### src/rtl/ring_osc_meter.sv
// Ring oscillator edge meter: synchronises the adder's ring output and counts its
// rising edges over a programmable gate window, with a start/busy/done handshake.
module ring_osc_meter #(
    parameter int CNT_W  = 32,
    parameter int GATE_W = 16,
    parameter int SETTLE = 4
) (
    input  logic              wb_clk_i,
    input  logic              wb_rst_n,
    input  logic              active,
    input  logic              ring_in,
    input  logic [GATE_W-1:0] gate_cycles,
    input  logic              start,
    output logic              ring_enable,
    output logic              busy,
    output logic              done,
    output logic [CNT_W-1:0]  count,
    output logic              overflow
);

    // Phase timer must hold both the settle length (up to 15) and any gate length.
    localparam int TW = (GATE_W > 4) ? GATE_W : 4;
    localparam logic [TW-1:0] SETTLE_LAST = TW'(SETTLE - 1);

    typedef enum logic [2:0] {
        S_IDLE,
        S_SETTLE,
        S_COUNT,
        S_FLUSH,
        S_DONE
    } state_t;

    state_t            r_state;
    state_t            w_state_nxt;
    logic              r_s1;
    logic              r_s2;
    logic              r_s3;
    logic              w_rise;
    logic [GATE_W-1:0] r_gate;
    logic [TW-1:0]     r_cyc;
    logic [TW-1:0]     w_gate_last;
    logic              w_phase_end;
    logic [CNT_W-1:0]  r_edges;
    logic              r_ovf_run;
    logic [CNT_W-1:0]  r_count;
    logic              r_overflow;

    assign w_rise      = r_s2 & ~r_s3;
    assign w_gate_last = TW'(r_gate) - TW'(1);
    assign w_phase_end = (w_state_nxt != r_state);

    always_ff @(posedge wb_clk_i or negedge wb_rst_n) begin
        if (!wb_rst_n) begin
            r_s1 <= 1'b0;
            r_s2 <= 1'b0;
            r_s3 <= 1'b0;
        end else begin
            r_s1 <= ring_in;
            r_s2 <= r_s1;
            r_s3 <= r_s2;
        end
    end

    always_comb begin
        w_state_nxt = r_state;
        case (r_state)
            S_IDLE:   if (start) w_state_nxt = S_SETTLE;
            S_SETTLE: if (r_cyc == SETTLE_LAST)
                          w_state_nxt = (r_gate == '0) ? S_FLUSH : S_COUNT;
            S_COUNT:  if (r_cyc == w_gate_last) w_state_nxt = S_FLUSH;
            S_FLUSH:  if (r_cyc == TW'(1)) w_state_nxt = S_DONE;
            S_DONE:   w_state_nxt = S_IDLE;
            default:  w_state_nxt = S_IDLE;
        endcase
        // Losing the design select aborts from anywhere, and blocks a start in IDLE.
        if (!active) w_state_nxt = S_IDLE;
    end

    always_ff @(posedge wb_clk_i or negedge wb_rst_n) begin
        if (!wb_rst_n) begin
            r_state    <= S_IDLE;
            r_cyc      <= '0;
            r_gate     <= '0;
            r_edges    <= '0;
            r_ovf_run  <= 1'b0;
            r_count    <= '0;
            r_overflow <= 1'b0;
        end else begin
            r_state <= w_state_nxt;
            if (r_state == S_IDLE || w_phase_end) r_cyc <= '0;
            else                                  r_cyc <= r_cyc + TW'(1);

            if (r_state == S_IDLE && w_state_nxt == S_SETTLE) begin
                r_gate    <= gate_cycles;
                r_edges   <= '0;
                r_ovf_run <= 1'b0;
            end else if (r_state == S_COUNT && w_rise) begin
                // Saturate rather than wrap so a too-fast ring is flagged, not hidden.
                if (r_edges == {CNT_W{1'b1}}) r_ovf_run <= 1'b1;
                else                          r_edges   <= r_edges + CNT_W'(1);
            end

            if (r_state == S_FLUSH && w_state_nxt == S_DONE) begin
                r_count    <= r_edges;
                r_overflow <= r_ovf_run;
            end
        end
    end

    assign ring_enable = (r_state == S_SETTLE) || (r_state == S_COUNT);
    assign busy        = (r_state != S_IDLE);
    assign done        = (r_state == S_DONE);
    assign count       = r_count;
    assign overflow    = r_overflow;

endmodule

### config.mk
export PLATFORM = sky130hd
export DESIGN_NAME = ring_osc_meter
export DESIGN_NICKNAME = d
export VERILOG_FILES = /design/src/rtl/ring_osc_meter.sv
export SDC_FILE = /design/constraint.sdc
export NUM_CORES = 1
export LEC_CHECK = 0
export BUFFER_PORTS_ARGS = -buffer_cell sky130_fd_sc_hd__buf_4
export CORE_MARGIN = 3
export CORE_UTILIZATION = 35
export DETAILED_ROUTE_END_ITERATION = 16
export GPL_TIMING_DRIVEN = 0
export PLACE_DENSITY = 0.61
export SKIP_CTS_REPAIR_TIMING = 1
export SLEW_MARGIN = 20
export SYNTH_ARGS = -nofsm -noshare
export SYNTH_HDL_FRONTEND = slang
export SYNTH_SLANG_ARGS = --single-unit
### constraint.sdc
create_clock -name wb_clk_i -period 7.16 [get_ports wb_clk_i]
set_input_delay 0 -clock wb_clk_i [delete_from_list [all_inputs] [get_ports wb_clk_i]]
set_output_delay 0 -clock wb_clk_i [all_outputs]
set_load 0.05 [all_outputs]
==> results.txt <==
----------------------------------------------------
[Floorplanning]
  Die width ... 129 µm
  Effective utilization at floorplan ... 36.1%
  Placeable core region ... 14600 µm²
  Chip height ... 129 µm
  I/O pin count ... 57
  Number of cell rows ... 44
  Floorplan die area ... 16600 µm²

[Detailed routing]
  Average detailed-routed wire length per instance ... 15.8 µm
  Via density per instance ... 5.22
  Via total after detailed routing ... 4198
  Antenna violation net count after detailed routing ... 0
  DRC Markers ... 0
  Wirelength, routed ... 12700 µm
  Number of DRC markers after the initial detailed-route iteration ... 383
  Initial DRT Pass Iterations ... 4

[Cells and area]
  Fillers ... 1382
  Ratio of cells with drive above 1 in the final layout ... 20.0%
  Leading cell types in the layout, fill and taps excluded ... sky130_fd_sc_hd__dfrtp_1 (104), sky130_fd_sc_hd__nand2_1 (74), sky130_fd_sc_hd__buf_4 (55)
  Layout area overhead ... 21.7%
  Final core utilization ... 43.9%
  Area used by multi-input combinational logic ... 2510 µm²
  Commonest non-fill, non-tap cell in the layout ... sky130_fd_sc_hd__dfrtp_1
  Register cell area after layout ... 2600 µm²
  Total Nets Final ... 640
  Diode count ... 0

[Clock tree]
  TritonCTS clock tree ... done
  Maximum number of buffers from clock root to sink ... 2
  Clock Latency Late Sink ... 0.36 ns
  Count of H-tree levels built during CTS ... 3
  Clock transition at the registers of the reported paths ... 0.07 ns
  Total CTS buffers ... 9
  Clk sink count ... 104
  Buffer type at the clock tree root ... sky130_fd_sc_hd__clkbuf_16

[Critical path]
  Minimum setup slack among reg-to-reg paths ... 3.90 ns
  CP Capture Type ... register
  CP Data Arrival Time ... 3.47 ns
  CP startpoint kind ... register
  Data required time of the worst path ... 7.37 ns
  Crit Path Category ... reg -> reg
  Critical-path maximum fanout ... 10

[Placement]
  Dpl ws ... 3.94 ns
  Total of buffers placed on input and output ports ... 56
  GP Congestion ... 0.909
  HPWL Detailed ... 8960 µm

[Synthesis]
  Post-Syn Nets ... 555
  Post-synthesis area per instance ... 9.96 µm²
  Number of enable flip-flop cells after synthesis ... 0
  Fraction of the mapped netlist area in compound gates ... 7.46%
  Post-synthesis adder-cell area fraction ... 0.948%
  Number of cells produced by synthesis ... 530
  Mux share of post-synthesis cell area ... 6.16%
  Async set-reset flop share out of synthesis ... 100%
  Basic-gate share of the synthesized area counting and, or, nand and nor cells ... 24.5%
  Cell variety after synth ... 54
  Number of warnings printed during yosys synthesis ... 0
  Synth Flop Type ... sky130_fd_sc_hd__dfrtp_1
  Largest family of logic cells by synthesized area ... simple AND/OR/NAND/NOR gates
  Number of storage elements in the synthesis netlist ... 104
  Post-Synth XOR/XNOR Area ... 8.46%
  Seq/Total Area, Yosys ... 49.3%
  Post-synthesis cell area ... 5280 µm²

[Timing]
  Post-layout min period ... 3.26 ns
  Max Clock Skew ... 0.00704 ns
  Number of hold-slack violations in the final timing report ... 0
  Setup total negative slack ... 0 ns
  Setup-failing EPs final ... 0
  Highest clock frequency the design can meet ... 307 MHz
  Setup repair after global routing missed its margin ... no
  Relative slew slack ... 37.1%
  Final Slew Violations ... 0
  Final Worst Setup Slack ... 3.90 ns
  Final cycle utilization of the critical path ... 45.5%
  Worst Max-Slew Pin Slew ... 0.943 ns

[Global route]
  Total overflow reported by the global router ... 0
  GRT Resource Usage Total ... 16.0%
  Largest net degree at the start of global routing ... 105
  Via count of the first global-routing pass ... 4140
  First-pass GRT wire length ... 20900 µm
  Number of antenna violations at the first check in global routing ... 0

[Power and ir drop]
  Static power due to leakage ... 2.86 nW
  Power density cells ... 199 nW/µm²
  Sequential share of power ... 49.3%
  Switching share of power ... 25.6%
  Switching component of the power ... 0.328 mW
  Combinational group share of total power ... 10.9%
  Internal power ... 0.950 mW
  Largest voltage drop on the vdd net ... 0.000184 V
  Final Power ... 1.28 mW
  Part of the power in the clock network ... 39.8%

[Hold path]
  Class of the tightest hold or removal check ... in -> reg

[Run]
  Max-capacitance violation count ... 0

[Run status]
  Run status ... finished, final reports clean

----------------------------------------------------
area by class of cell:
| class | instances | area share, % |
|---|---|---|
| sequential | 104 | 40.5 |
| multi-input combinational | 388 | 39.1 |
| timing repair buffer | 74 | 9.41 |
| clock buffer | 11 | 3.78 |
| tap | 184 | 3.58 |
| buffer | 26 | 1.95 |
| clock inverter | 5 | 0.954 |
| inverter | 12 | 0.701 |
worst paths after layout:
path                       startpoint     endpoint  cells after the start
max                         r_gate[0]     r_cyc[8]                     10
min                            active   r_state[1]                      3
max reg2reg                 r_gate[0]     r_cyc[8]                     10
min reg2reg                      r_s1         r_s2                      0
max in group asynchronous    wb_rst_n  r_edges[25]                      2
min in group asynchronous    wb_rst_n   r_state[1]                      2
sequential cells by signal, summed over array words and instances, names as in the netlist:
| signal | flops |
|---|---|
| r_s3 | 1 |
| r_cyc | 16 |
| r_state | 3 |
| overflow | 1 |
| r_s1 | 1 |
| count | 32 |
| r_ovf_run | 1 |
| r_gate | 16 |
| r_s2 | 1 |
| r_edges | 32 |
synthesized netlist by cell type, types with 10 or more instances:
library cell	count	share of area, %
sky130_fd_sc_hd__a21oi_1	13	1.2
sky130_fd_sc_hd__xnor2_1	25	4.1
sky130_fd_sc_hd__dfrtp_1	104	49
sky130_fd_sc_hd__nor3_1	17	1.6
sky130_fd_sc_hd__nor2_1	35	2.5
sky130_fd_sc_hd__o21ai_0	20	1.9
sky130_fd_sc_hd__nand3_1	24	2.3
sky130_fd_sc_hd__inv_1	12	0.85
sky130_fd_sc_hd__or3_1	12	1.4
sky130_fd_sc_hd__mux2_2	28	6.0
sky130_fd_sc_hd__nand4_1	20	2.4
sky130_fd_sc_hd__nand2_1	74	5.3
sky130_fd_sc_hd__clkbuf_1	21	1.5
sky130_fd_sc_hd__nor4_1	12	1.4
sky130_fd_sc_hd__nor3_2	10	1.9
sky130_fd_sc_hd__xor2_1	26	4.3
stage by stage:
| step | instance area (µm²) | hold slack [ns] | instances |
|---|---|---|---|
| finish | 6420 | 0.0649 | 804 |
| global route | 6420 | 0.0788 | 804 |
| CTS | 6240 | -0.267 | 786 |
| detailed placement | 5940 | 0.114 | 770 |
| global placement | 5930 | 0.114 | 770 |
| floorplan | 5280 | -0.296 | 530 |
cells by family after synthesis:
logic type,Yosys count
adder cells (fa/ha/maj),4
buffers and inverters,38
multiplexers,29
XOR/XNOR,51
AND/OR/NAND/NOR,244
AO/OA/AOI/OAI,60
flip-flops,104
worst max-delay path, stage by stage (launching register included):
cell and delay (ns):
sky130_fd_sc_hd__dfrtp_1 0.36, sky130_fd_sc_hd__clkbuf_1 0.19, sky130_fd_sc_hd__inv_1 0.12, sky130_fd_sc_hd__ha_1 0.30, sky130_fd_sc_hd__or3b_2 0.50, sky130_fd_sc_hd__or4_1 0.49, sky130_fd_sc_hd__o22ai_1 0.16, sky130_fd_sc_hd__o2111ai_1 0.22
sky130_fd_sc_hd__a211oi_4 0.50, sky130_fd_sc_hd__buf_8 0.22, sky130_fd_sc_hd__nor3_2 0.06
per-layer routing:
metal / part of all wire (%) / up-vias / wire, µm / global-route usage, %
met5: 0 / - / 0 / 0
met4: 1.9 / 0 / 246 / 5.25
met3: 4.8 / 21 / 605 / 4.28
met2: 48 / 100 / 6130 / 25.8
met1: 45 / 2039 / 5710 / 20.9
li1: - / 2038 / - / -
power groups by stage:
| stage | clock network [mW] | registers (mW) | logic [mW] |
|---|---|---|---|
| final | 0.509 | 0.629 | 0.139 |
| after global routing | 0.553 | 0.631 | 0.157 |
| after CTS | 0.530 | 0.628 | 0.134 |
| after detailed placement | 0 | 0.639 | 0.133 |
| after global placement | 0 | 0.640 | 0.129 |
| after floorplan | 0 | 0.631 | 0.0913 |
No activity file was read; power rests on OpenSTA's default activity.
